## src/rtl/div_ctrl_pkg.sv

```systemverilog
// -----------------------------------------------------------------------------
// div_ctrl_pkg
// Shared constants for the multi-cycle divide sequencer: the 2-bit FSM state
// encodings, result-ready / start-stop levels and the double register width
// used by the HI/LO write path.
// -----------------------------------------------------------------------------
package div_ctrl_pkg;

   // FSM state encodings for the divide sequencer
   localparam logic [1:0] DIV_FREE   = 2'b00;
   localparam logic [1:0] DIV_BYZERO = 2'b01;
   localparam logic [1:0] DIV_ON     = 2'b10;
   localparam logic [1:0] DIV_END    = 2'b11;

   // Handshake levels
   localparam logic DIV_RESULT_READY     = 1'b1;
   localparam logic DIV_RESULT_NOT_READY = 1'b0;
   localparam logic DIV_START            = 1'b1;
   localparam logic DIV_STOP             = 1'b0;

   // Width of the {HI, LO} result bus
   localparam int DOUBLE_REG_W = 64;

endpackage

```

## src/rtl/div_step.sv

```systemverilog
// -----------------------------------------------------------------------------
// div_step
// One combinational restoring-division iteration.
//   work      in   2*WIDTH+1  {partial_rem, dividend_shift} before the step
//   divisor   in   WIDTH      (absolute) divisor
//   work_next out  2*WIDTH+1  working register after the step
// The upper WIDTH+1 bits hold the partial remainder, the lower WIDTH bits hold
// the dividend bits still to be consumed, with quotient bits shifted in at the
// bottom.
// -----------------------------------------------------------------------------
module div_step
   import div_ctrl_pkg::*;
#(
   parameter int WIDTH = 32
) (
   input  logic [2*WIDTH:0] work,
   input  logic [WIDTH-1:0] divisor,
   output logic [2*WIDTH:0] work_next
);

   logic [2*WIDTH:0] shifted;
   logic [WIDTH:0]   upper;
   logic [WIDTH+1:0] trial;

   // Shift left one place, then try subtracting the divisor from the partial
   // remainder. The extra top bit of trial is its sign: clear means the
   // subtraction fits, so keep it and shift in a 1; otherwise restore.
   always_comb begin
      shifted   = {work[2*WIDTH-1:0], 1'b0};
      upper     = shifted[2*WIDTH:WIDTH];
      trial     = {1'b0, upper} - {2'b00, divisor};
      work_next = shifted;
      if (!trial[WIDTH+1]) begin
         work_next = {trial[WIDTH:0], shifted[WIDTH-1:1], 1'b1};
      end
   end

endmodule

```

## src/rtl/div_ctrl.sv

```systemverilog
// -----------------------------------------------------------------------------
// div_ctrl
// Multi-cycle DIV/DIVU sequencer sitting beside EX. One restoring step per
// cycle; the pipeline is stalled until the {remainder, quotient} result is
// ready. In-flight work is dropped on annul or when EX withdraws start.
//   clk          in   1        clock
//   rst          in   1        synchronous active-high reset
//   signed_div_i in   1        1 = DIV (signed), 0 = DIVU
//   opdata1_i    in   WIDTH    dividend
//   opdata2_i    in   WIDTH    divisor
//   start_i      in   1        request, held until ready_o
//   annul_i      in   1        abandon current/requested operation
//   result_o     out  2*WIDTH  {remainder, quotient}
//   ready_o      out  1        result_o valid
//   stallreq_o   out  1        hold IF..EX
// -----------------------------------------------------------------------------
module div_ctrl
   import div_ctrl_pkg::*;
#(
   parameter int WIDTH = 32,
   parameter int CNT_W = 6
) (
   input  logic               clk,
   input  logic               rst,
   input  logic               signed_div_i,
   input  logic [WIDTH-1:0]   opdata1_i,
   input  logic [WIDTH-1:0]   opdata2_i,
   input  logic               start_i,
   input  logic               annul_i,
   output logic [2*WIDTH-1:0] result_o,
   output logic               ready_o,
   output logic               stallreq_o
);

   localparam logic [CNT_W-1:0] LAST_STEP = CNT_W'(WIDTH - 1);

   logic [1:0]       state;
   logic [CNT_W-1:0] counter;
   logic [2*WIDTH:0] work;
   logic [WIDTH-1:0] divisor;
   logic             op_signed;
   logic             dividend_neg;
   logic             divisor_neg;

   logic [2*WIDTH:0] step_next;
   logic [WIDTH-1:0] abs_dividend;
   logic [WIDTH-1:0] abs_divisor;
   logic [WIDTH-1:0] quot_fix;
   logic [WIDTH-1:0] rem_fix;

   div_step #(.WIDTH(WIDTH)) u_step (
      .work      (work),
      .divisor   (divisor),
      .work_next (step_next)
   );

   // Magnitudes of the incoming operands; only signed ops with a set sign bit
   // get negated, so DIVU operands pass straight through.
   always_comb begin
      abs_dividend = opdata1_i;
      abs_divisor  = opdata2_i;
      if (signed_div_i && opdata1_i[WIDTH-1]) begin
         abs_dividend = -opdata1_i;
      end
      if (signed_div_i && opdata2_i[WIDTH-1]) begin
         abs_divisor = -opdata2_i;
      end
   end

   // Sign fix-up applied to the output of the final step: quotient is negative
   // when the operand signs differ, remainder follows the dividend. The
   // 0x80000000 / -1 case wraps back to 0x80000000 naturally.
   always_comb begin
      quot_fix = step_next[WIDTH-1:0];
      rem_fix  = step_next[2*WIDTH-1:WIDTH];
      if (op_signed && (dividend_neg ^ divisor_neg)) begin
         quot_fix = -step_next[WIDTH-1:0];
      end
      if (op_signed && dividend_neg) begin
         rem_fix = -step_next[2*WIDTH-1:WIDTH];
      end
   end

   // Main sequencer. The 32nd step and the sign fix-up land together on the
   // edge that enters END; ready_o/result_o are then registered while in END,
   // which gives the same one-cycle END settle for both the normal and the
   // divide-by-zero path.
   always_ff @(posedge clk) begin
      if (rst) begin
         state        <= DIV_FREE;
         result_o     <= '0;
         ready_o      <= DIV_RESULT_NOT_READY;
         counter      <= '0;
         work         <= '0;
         divisor      <= '0;
         op_signed    <= 1'b0;
         dividend_neg <= 1'b0;
         divisor_neg  <= 1'b0;
      end else begin
         case (state)
            DIV_FREE: begin
               ready_o  <= DIV_RESULT_NOT_READY;
               result_o <= '0;
               if (start_i == DIV_START && !annul_i) begin
                  if (opdata2_i == '0) begin
                     state <= DIV_BYZERO;
                  end else begin
                     state        <= DIV_ON;
                     counter      <= '0;
                     work         <= {{(WIDTH+1){1'b0}}, abs_dividend};
                     divisor      <= abs_divisor;
                     op_signed    <= signed_div_i;
                     dividend_neg <= opdata1_i[WIDTH-1];
                     divisor_neg  <= opdata2_i[WIDTH-1];
                  end
               end
            end
            DIV_BYZERO: begin
               work  <= '0;
               state <= DIV_END;
            end
            DIV_ON: begin
               if (annul_i || start_i == DIV_STOP) begin
                  state <= DIV_FREE;
               end else if (counter == LAST_STEP) begin
                  work    <= {1'b0, rem_fix, quot_fix};
                  counter <= counter + 1'b1;
                  state   <= DIV_END;
               end else begin
                  work    <= step_next;
                  counter <= counter + 1'b1;
               end
            end
            DIV_END: begin
               if (annul_i || start_i == DIV_STOP) begin
                  state    <= DIV_FREE;
                  ready_o  <= DIV_RESULT_NOT_READY;
                  result_o <= '0;
               end else begin
                  ready_o  <= DIV_RESULT_READY;
                  result_o <= work[2*WIDTH-1:0];
               end
            end
            default: begin
               state <= DIV_FREE;
            end
         endcase
      end
   end

   // Stall while EX is asking and the result is not yet available
   assign stallreq_o = start_i & ~annul_i & ~ready_o;

endmodule
```

## config.mk

```make
export PLATFORM = sky130hd
export DESIGN_NAME = div_ctrl
export DESIGN_NICKNAME = d
export VERILOG_FILES = /design/src/rtl/div_ctrl_pkg.sv /design/src/rtl/div_step.sv /design/src/rtl/div_ctrl.sv
export SDC_FILE = /design/constraint.sdc
export NUM_CORES = 1
export LEC_CHECK = 0
export BUFFER_PORTS_ARGS = -buffer_cell sky130_fd_sc_hd__buf_2
export CORE_ASPECT_RATIO = 0.9
export CORE_UTILIZATION = 54
export CTS_CLUSTER_SIZE = 24
export DETAILED_ROUTE_END_ITERATION = 16
export PLACE_DENSITY = 0.75
export SKIP_CTS_REPAIR_TIMING = 1
export SYNTH_ARGS = -nofsm -noshare
export SYNTH_HDL_FRONTEND = slang
export SYNTH_SLANG_ARGS = --single-unit
export TNS_END_PERCENT = 20
```

## constraint.sdc

```tcl
create_clock -name clk -period 6.1 [get_ports clk]
set_input_delay 1.22 -clock clk [delete_from_list [all_inputs] [get_ports clk]]
set_output_delay 1.22 -clock clk [all_outputs]
set_load 0.05 [all_outputs]
```

==> results of run 1 <==
-- how the worst min path moves through the flow --
stage,start,end,slack [ns]
final,divisor[22],divisor[22],0.46
after global routing,divisor[22],divisor[22],0.48
after CTS,divisor[22],divisor[22],0.46
after detailed placement,divisor[22],divisor[22],0.45
after global placement,divisor[22],divisor[22],0.45
after floorplan,divisor[22],divisor[22],0.43
-- cell type report --
class                           count  share of cell area
Multi-Input combinational cell   1202               0.591
Sequential cell                   172               0.263
Timing Repair Buffer              145              0.0578
Clock buffer                       17              0.0325
Tap cell                          286              0.0273
Inverter                           59              0.0169
Clock inverter                     14              0.0116
-- synthesized netlist by cell type (6+ instances only) --
cell type	count
a21o_1	9
o41ai_1	11
clkbuf_1	66
nor2b_1	6
nor2_1	223
ha_1	41
nand3_1	23
o21ai_1	13
a31oi_1	13
mux2i_1	16
or3_1	15
dfxtp_1	172
o22ai_1	14
a21oi_1	98
and2_1	8
buf_1	10
nor3_1	32
a22oi_1	77
buf_2	19
nand2b_1	13
o31ai_1	24
o21ai_0	82
o211ai_1	7
xor2_1	68
nand4_1	13
inv_1	58
and3_1	14
xnor2_1	75
nand2_1	114
nor4_1	20
a211oi_1	39
o221ai_1	15
or4_1	11
-- flip-flops by register name (all words and copies together), names as in the netlist, 2 cells and up --
| signal | flops |
|---|---|
| counter | 6 |
| state | 2 |
| work | 64 |
| divisor | 32 |
| result_o | 64 |
-- tightest hold or removal path, stage by stage, from the launching register on --
cell	delay [ns]
dfxtp_1	0.31
nand2_1	0.05
a21oi_1	0.05
-- power by group through the flow --
stage               Combinational, W  Clock (W)  Sequential (W)
finish                       0.00231    0.00108         0.00146
global route                 0.00255    0.00113         0.00148
CTS                          0.00227    0.00109         0.00145
detailed placement           0.00225          0         0.00148
global placement             0.00224          0         0.00147
floorplan                    0.00176          0         0.00143
-- cell families after synthesis --
| family | synth area share |
|---|---|
| simple gates | 0.207 |
| fa+ha+maj | 0.0452 |
| flops | 0.292 |
| xor+xnor | 0.106 |
| compound gates | 0.276 |
| mux | 0.0184 |
| buf+inv | 0.0545 |
-- per-layer routing --
layer	vias up	track usage	routed length (um)
met4	0	0.103	694
li1	5692	-	-
met5	-	0	0
met2	461	0.479	15200
met1	5540	0.461	16700
met3	60	0.0454	2410
-- through the flow --
step / cell area, sq um / hold WS (ns) / instances / util / power, W
after floorplan: 11800 / 0.432 / 1532 / - / 0.00319
after global placement: 12500 / 0.446 / 1864 / 0.593 / 0.00371
after detailed placement: 12500 / 0.448 / 1864 / 0.593 / 0.00373
after CTS: 13100 / 0.458 / 1895 / 0.621 / 0.00481
after global routing: 13100 / 0.480 / 1895 / 0.621 / 0.00516
final: 13100 / 0.458 / 1895 / 0.621 / 0.00485
==> results.tsv, run 1 <==
metric	value	unit
final wirelength	35000	um
area occupied by registers	0.00344	sq mm
Internal	0.00262	W
Initial Util	0.559	
Final Hold Violating Endpoints	0	
Syn Inst Count	1532	
Comb power frac	0.477	
Req. time, crit path	6.43	ns
Rel. slew slack	0.313	
kind of critical path	reg -> reg	
Unique masters post-synth	96	
crit-path leading delay family	compound AO/OA/AOI/OAI gates	
unrepaired setup endpoints after global routing	no	
worst setup path startpoint	work[33]	
# diodes	0	
synth top area cells	dfxtp_1 29%, nor2_1 7.1%, xnor2_1 5.6%, xor2_1 5.1%, a22oi_1 4.9%	
clock skew	0.0130	ns
global-route usage over all layers	0.318	
top cell type's share of synthesized area	0.292	
Clock Tree Buf Depth	2	
Post-synth EDFFs	0	
Worst-Skew Late Latency	0.45	ns
Slew Viols, Final	0	
vias in the first global route	10500	
htree depth	4	
r2r worst-path depth	17	
share of layout cells above drive strength 1	0.139	
Final #Nets	1708	
CTS tree	done	
synthesized area per cell	7.70	sq um
DR vias/cell	6.20	
Peak Freq	0.211	GHz
worst vdd ir	0.000308	V
final period utilization	0.776	
commonest non-fill, non-tap cells in the layout	223 x nor2_1, 172 x dfxtp_1, 133 x buf_2, 114 x nand2_1, 98 x a21oi_1	
Reg power frac	0.300	
maximum capacitance violations	0	
standard-cell row count	50	
Clock transition at path regs	0.07	ns
FF+latch count, synth	172	
worst hold path class	reg -> reg	
largest area contributor in the netlist	dfxtp_1	
P&R area growth vs syn	11.0	%
r2r endpoint	work[60]	
Worst-Margin Slew	1.03	ns
DP Wirelength	25900	um
reg-to-reg slack, setup	1.36	ns
multi-input logic area	0.00773	sq mm
hold path depth	2	
worst path bufs/invs	1	
power share of the clock group	0.223	
R2R Path Start	work[33]	
post-route ant nets	0	
largest net degree at the start of global routing	101	
# fillers	1957	
Tmin final	4.74	ns
instance count on the critical path	17	
slack of the critical path	1.36	ns
CP endpoint	work[60]	
switching share of power	0.460	
synthesized area	0.0118	sq mm
drt pass-1 iters	6	
pre-CTS setup slack	1.47	ns
Power per Cell Area	371	mW/mm^2
CTS Sinks	172	
commonest non-fill, non-tap cell in the layout	nor2_1	
Critical Path End Type	flip-flop	
Num CTS Buffers	17	
Crit path top cell by count	ha_1	
global placer's final weighted congestion	0.953	
Critical Path Max Stage Delay	0.57	ns
Synthesis Warnings	0	
Worst path slowest cell	a21o_2	
status	completed	
first-pass GRT wire length	56100	um
area of the core	0.0211	sq mm
per-cell routed wire length	18.5	um
initial antenna violation count	0	
ys flop type	dfxtp_1	
Die W	158	um
crit-path cells	ha_1 -> o211a_1 -> o31a_2 -> o211ai_4 -> o311ai_4 -> a21o_2 -> nand2_1 -> o21ai_0 -> ha_1 -> inv_1 -> a2111oi_4 -> o2111ai_1 -> or4_4 -> a21boi_1 -> o211ai_1 -> a21o_1 -> a32o_1	
Post-synth ARST share	0	
Seq/Total Area, Yosys	0.292	
IO Count	135	
LEAKAGE	5.11	nW
Final setup viols	0	
clock root cell	clkbuf_16	
P_sw	0.00223	W
GRT overflow	0	
post-route setup TNS	0	ns
Critical Path Source Type	flip-flop	
DR iter-0 viols	1148	
Die Area	0.0224	sq mm
CP arrival	5.07	ns
Die H	142	um
IO buf count	134	
via count	11800	
syn nets	1643	
post-detailed-route DRC marker count	0	
CP Max Fanout	24	
(Power assumes the default switching activity.)
==> run 2, diff against run 1 <==
--- a/config.mk
+++ b/config.mk
@@ -5,12 +5,13 @@
 export SDC_FILE = /design/constraint.sdc
 export NUM_CORES = 1
 export LEC_CHECK = 0
+export ABC_AREA = 1
 export BUFFER_PORTS_ARGS = -buffer_cell sky130_fd_sc_hd__buf_2
 export CORE_ASPECT_RATIO = 0.9
 export CORE_UTILIZATION = 54
 export CTS_CLUSTER_SIZE = 24
 export DETAILED_ROUTE_END_ITERATION = 16
-export PLACE_DENSITY = 0.75
+export PLACE_DENSITY = 0.74
 export SKIP_CTS_REPAIR_TIMING = 1
 export SYNTH_ARGS = -nofsm -noshare
 export SYNTH_HDL_FRONTEND = slang
==> constraint.sdc (replaced) <==
create_clock -name clk -period 4.7 [get_ports clk]
set_input_delay 0.94 -clock clk [delete_from_list [all_inputs] [get_ports clk]]
set_output_delay 0.94 -clock clk [all_outputs]
set_load 0.05 [all_outputs]
==> results.tsv, run 2 <==
metric	value	unit	change
status	completed		
CP arrival	4.59	ns	-0.48 ns
Synth Area in Compound Gates	0.173		-0.104
worst setup path startpoint	work[51]		
FF+latch count, synth	172		unchanged
largest family of logic cells by synthesized area	simple AND/OR/NAND/NOR gates		
Req. time, crit path	5.09	ns	-1.34 ns
maximum capacitance violations	0		unchanged
pre-CTS setup slack	0.611	ns	-0.861 ns
# fillers	2293		+17%
met2 wire len	17000	um	+12%
synth cell count leaders	615 x nand2_1, 252 x inv_1, 211 x a21oi_1		
Peak Freq	0.238	GHz	+13%
drt pass-1 iters	5		-1
Die W	163	um	+3.6%
IO buf count	134		unchanged
area of the core	0.0228	sq mm	+8.0%
Clock transition at path regs	0.07	ns	about the same
per-cell routed wire length	16.5	um	-11%
r2r worst-path depth	24		+7
post-synthesis mux area share	0		-0.0184
DP Wirelength	31600	um	+22%
commonest non-fill, non-tap cells in the layout	615 x nand2_1, 252 x inv_1, 211 x a21oi_1, 200 x nor2_1, 172 x dfxtp_1		
Rel. slew slack	0.341		+0.0285
r2r endpoint	work[30]		
top cell type's share of synthesized area	0.272		-0.0200
ys flop type	dfxtp_1		
Power per Cell Area	469	mW/mm^2	+26%
CP endpoint	work[30]		
# diodes	0		unchanged
top-count cell post-synth	nand2_1		
Unique masters post-synth	56		-42%
post-route ant nets	0		unchanged
Post-synth EDFFs	0		unchanged
IO Count	135		unchanged
commonest non-fill, non-tap cell in the layout	nand2_1		
slack of the critical path	0.501	ns	-0.863 ns
Syn Inst Count	2105		+37%
Regs by FF count	result_o x64, work x64, divisor x32		
synthesized area	0.0127	sq mm	+7.4%
Post-DP Area	0.0135	sq mm	+8.0%
Worst-Skew Late Latency	0.45	ns	about the same
synthesized area per cell	6.01	sq um	-22%
Seq/Total Area, Yosys	0.272		-0.0200
final instance area	0.0141	sq mm	+7.7%
synth top area cells	dfxtp_1 27%, nand2_1 18%, a21oi_1 8.3%, inv_1 7.5%, nor2_1 6.0%		
vias in the first global route	12500		+19%
global placer's final weighted congestion	0.986		+3.5%
CTS tree	done		
final period utilization	0.893		+0.117
Critical Path Source Type	flip-flop		
XOR/XNOR Fraction of Synth Area	0.0429		-0.0633
clock skew	0.0172	ns	+0.00424 ns
Final Hold Violating Endpoints	0		unchanged
Synthesis Warnings	0		unchanged
first-pass GRT wire length	66000	um	+18%
DR iter-0 viols	1501		+31%
Post-synth ARST share	0		unchanged
standard-cell row count	52		+4.0%
Tmin final	4.20	ns	-0.537 ns
worst vdd ir	0.000748	V	+140%
global-route usage over all layers	0.351		+0.0337
final wirelength	41400	um	+18%
post-detailed-route DRC marker count	0		unchanged
Num CTS Buffers	17		unchanged
worst hold path class	reg -> reg		
R2R Path Start	work[51]		
Die H	147	um	+3.6%
CTS Sinks	172		unchanged
Worst-Margin Slew	0.987	ns	-0.0438 ns
Final setup viols	0		unchanged
share of layout cells above drive strength 1	0.113		-0.0265
Clock Tree Buf Depth	2		unchanged
Slew Viols, Final	0		unchanged
CP Max Fanout	14		-42%
initial antenna violation count	2		+2
Initial Util	0.556		-0.00335
clock root cell	clkbuf_16		
Final #Nets	2307		+35%
syn nets	2216		+35%
Max Used Layer	met5		
htree depth	4		unchanged
post-route setup TNS	0	ns	unchanged
DR vias/cell	5.60		-9.7%
Die Area	0.0241	sq mm	+7.3%
LEAKAGE	6.82	nW	+33%
largest area contributor in the netlist	dfxtp_1		
via count	14000		+19%
unrepaired setup endpoints after global routing	no		
reg-to-reg slack, setup	0.50	ns	-0.86 ns
Critical Path End Type	flip-flop		
post-synthesis simple-gate area fraction	0.366		+0.158
Synth Area in Adders	0.0421		-0.00310
metal3 WL	3540	um	+47%
kind of critical path	reg -> reg		
largest net degree at the start of global routing	60		-41%
met1 wire length	19600	um	+17%
P&R area growth vs syn	11.3	%	
GRT overflow	0		unchanged
run 2: how the worst min path moves through the flow:
stage               slack (ns)    startpoint           end  cells after the start
finish                    0.46  result_o[48]  result_o[48]                      2
global route              0.49   result_o[3]   result_o[3]                      2
CTS                       0.46  result_o[48]  result_o[48]                      2
detailed placement        0.45  result_o[48]  result_o[48]                      2
global placement          0.45  result_o[48]  result_o[48]                      2
floorplan                 0.43   divisor[11]   divisor[11]                      2
run 2: cell type report:
| class | instances | area [sq um] | area share |
|---|---|---|---|
| clock buffers | 18 | 429 | 0.0305 |
| well taps | 297 | 372 | 0.0264 |
| inverters | 259 | 975 | 0.0692 |
| multi-input cells | 1596 | 7920 | 0.562 |
| repair buffers | 150 | 806 | 0.0572 |
| flip-flops and latches | 172 | 3440 | 0.244 |
| clock inverters | 14 | 146 | 0.0104 |
run 2: critical path, cell delays in order, from the launching register on:
cell and delay, ns:
dfxtp_1 0.42, ha_1 0.33, nand2_2 0.13, inv_2 0.04, a21oi_2 0.15, inv_1 0.05, nand2_1 0.06, nand2_2 0.07
a21oi_4 0.39, nand2_4 0.17, inv_4 0.21, ha_1 0.24, nand3_1 0.11, nor3_1 0.28, nand2_1 0.16, inv_1 0.15
nand4_1 0.15, nor3_1 0.23, nand2_1 0.11, nor2_1 0.10, a31oi_1 0.09, xor2_1 0.15, o21ai_0 0.18, o21bai_1 0.08
inv_1 0.06
run 2: where the power goes:
| part | internal (W) | switching, W |
|---|---|---|
| Combinational | 0.000985 | 0.00237 |
| Sequential | 0.00163 | 0.000190 |
| Clock | 0.000710 | 0.000712 |
| Total | 0.00333 | 0.00328 |
run 2: cell families after synthesis:
kind of cell,count (synthesis)
compound gates,403
flops,172
fa+ha+maj,42
simple gates,1089
xor+xnor,62
buf+inv,337
run 2: metal layers:
layer  up-vias  track usage
li1       6987            -
met1      6323        0.512
met2       631        0.517
met3        87       0.0601
met4         2        0.119
met5         -            0
run 2: per-stage QoR:
stage,utilization,cells,total power [W],hold WS (ns)
after global placement,0.593,2474,0.00508,0.446
after floorplan,-,2105,0.00422,0.432
after detailed placement,0.593,2474,0.00511,0.447
after CTS,0.619,2506,0.00653,0.460
after global routing,0.619,2506,0.00709,0.486
final,0.619,2506,0.00660,0.458
==> run 3, diff against run 2 <==
--- a/config.mk
+++ b/config.mk
@@ -8,10 +8,10 @@
 export ABC_AREA = 1
 export BUFFER_PORTS_ARGS = -buffer_cell sky130_fd_sc_hd__buf_2
 export CORE_ASPECT_RATIO = 0.9
-export CORE_UTILIZATION = 54
+export CORE_UTILIZATION = 55
 export CTS_CLUSTER_SIZE = 24
 export DETAILED_ROUTE_END_ITERATION = 16
-export PLACE_DENSITY = 0.74
+export PLACE_DENSITY = 0.75
 export SKIP_CTS_REPAIR_TIMING = 1
 export SYNTH_ARGS = -nofsm -noshare
 export SYNTH_HDL_FRONTEND = slang
==> results.tsv, run 3 (synthesis results as in run 2) <==
metric	value	unit	change
post-detailed-route DRC marker count	0		unchanged
kind of critical path	reg -> reg		
Clock Tree Buf Depth	2		unchanged
Internal	0.00333	W	about the same
final wirelength	42100	um	+1.7%
Comb power frac	0.509		about the same
initial antenna violation count	0		-2
Req. time, crit path	5.04	ns	-0.05 ns
Worst-Margin Slew	1.03	ns	+0.0400 ns
CP arrival	4.57	ns	-0.02 ns
DR vias/cell	5.60		about the same
DP Wirelength	32100	um	+1.4%
power share of the clock group	0.218		+0.003
IO Count	135		unchanged
worst hold path class	reg -> reg		
status	completed		
Die W	162	um	-0.90%
IO buf count	134		unchanged
worst vdd ir	0.000280	V	-63%
Final #Nets	2304		-0.13%
largest net degree at the start of global routing	62		+3.3%
standard-cell row count	52		unchanged
first-pass GRT wire length	66200	um	+0.38%
Die H	146	um	-0.90%
Critical Path End Type	flip-flop		
Rel. slew slack	0.314		-0.0267
Final Hold Violating Endpoints	0		unchanged
Peak Freq	0.236	GHz	-0.95%
Final setup viols	0		unchanged
DR iter-0 viols	1666		+11%
Num CTS Buffers	17		unchanged
Cells after DPL	2471		-0.12%
Critical Path Source Type	flip-flop		
post-route setup TNS	0	ns	unchanged
Tmin final	4.24	ns	+0.0403 ns
per-cell routed wire length	16.8	um	+1.8%
htree depth	4		unchanged
final cell count without fillers	2504		-0.080%
post-route ant nets	0		unchanged
Die Area	0.0236	sq mm	-1.8%
Initial Util	0.562		+0.00643
global-route usage over all layers	0.357		+0.00550
drt pass-1 iters	6		+1
R2R Path Start	work[39]		
Clock transition at path regs	0.08	ns	about the same
Regs by FF count	result_o x64, work x64, divisor x32		
Power per Cell Area	473	mW/mm^2	+0.97%
slack of the critical path	0.461	ns	-0.0403 ns
CTS tree	done		
final period utilization	0.902		+0.00857
Pwr Total	0.00667	W	+0.92%
worst setup path startpoint	work[39]		
CTS Sinks	172		unchanged
LEAKAGE	6.81	nW	about the same
Slew Viols, Final	0		unchanged
clock skew	0.0173	ns	+0.0000855 ns
clock root cell	clkbuf_16		
share of layout cells above drive strength 1	0.112		-0.000753
Worst-Skew Late Latency	0.45	ns	about the same
Reg power frac	0.273		-0.003
commonest non-fill, non-tap cell in the layout	nand2_1		
global placer's final weighted congestion	0.990		+0.40%
pre-CTS setup slack	0.713	ns	+0.102 ns
area of the core	0.0225	sq mm	-1.1%
CP Max Fanout	14		unchanged
via count	14000		-0.11%
switching share of power	0.500		+0.00426
HP Start	result_o[28]		
commonest non-fill, non-tap cells in the layout	615 x nand2_1, 252 x inv_1, 211 x a21oi_1, 200 x nor2_1, 172 x dfxtp_1		
P_sw	0.00333	W	+1.8%
P&R area growth vs syn	11.2	%	about the same
GRT overflow	0		unchanged
vias in the first global route	12600		+0.74%
maximum capacitance violations	0		unchanged
Fin Hold WS	0.463	ns	+0.00473 ns
unrepaired setup endpoints after global routing	no		
-- run 3: cell count changes in the layout (fill, tap and decap cells not counted) --
cell	before	now
buf_4	16	13
clkbuf_1	1	0
clkinv_2	0	1
clkinv_4	2	1
clkinv_8	2	3
clkinvlp_4	1	0
diode_2	0	1
inv_8	4	5
-- run 3: worst max-delay path, stage by stage (launching register included) --
cell and delay [ns]:
dfxtp_1 0.49, ha_1 0.34, nand2_1 0.14, inv_1 0.05, nand2_1 0.06, nand2_1 0.10
clkinv_1 0.07, nand3_2 0.12, nand2_2 0.11, nand2_2 0.07, nand2_4 0.16, nand2_4 0.08
inv_4 0.17, ha_1 0.24, nand3_1 0.12, nor3_1 0.29, nand2_1 0.19, inv_1 0.17
nand4_1 0.15, nor3_1 0.24, nand2_1 0.11, nor2_1 0.10, a31oi_1 0.09, xor2_1 0.16
o21ai_0 0.09, o21bai_1 0.16, inv_1 0.05
-- run 3: metrics by stage --
step	cell area, sq um	util
finish	14100	0.625
global route	14100	0.625
CTS	14100	0.625
detailed placement	13500	0.599
global placement	13500	0.599
floorplan	12700	-
-- run 3: per-layer routing --
layer	up-vias	track usage	part of all wire
met2	623	0.527	0.42
li1	6972	-	-
met5	-	0	0
met1	6355	0.514	0.46
met3	64	0.0775	0.099
met4	0	0.109	0.023
-- run 3: power groups by stage --
stage | Clock [W] | Sequential, W | Combinational [W]
2_1_floorplan | 0 | 0.00180 | 0.00243
3_3_place_gp | 0 | 0.00185 | 0.00326
3_5_place_dp | 0 | 0.00185 | 0.00329
4_1_cts | 0.00146 | 0.00181 | 0.00333
5_1_grt | 0.00151 | 0.00184 | 0.00376
6_report | 0.00145 | 0.00182 | 0.00339
-- run 3: path summary, 6_finish.rpt --
| kind | to | slack [ns] | cells after the start |
|---|---|---|---|
| worst min register to register | result_o[28] | 0.46 | 2 |
| worst max register to register | work[30] | 0.46 | 26 |
| worst min-delay path | result_o[28] | 0.46 | 2 |
| worst max-delay path | work[30] | 0.46 | 26 |
-- run 3: area by class of cell --
type	count	area (sq um)
timing repair buffer	147	783
clock buffer	17	425
tap	297	372
clock inverter	15	163
inverter	259	975
antenna	1	2.50
multi-input combinational	1596	7920
sequential	172	3440
fill	2220	8430
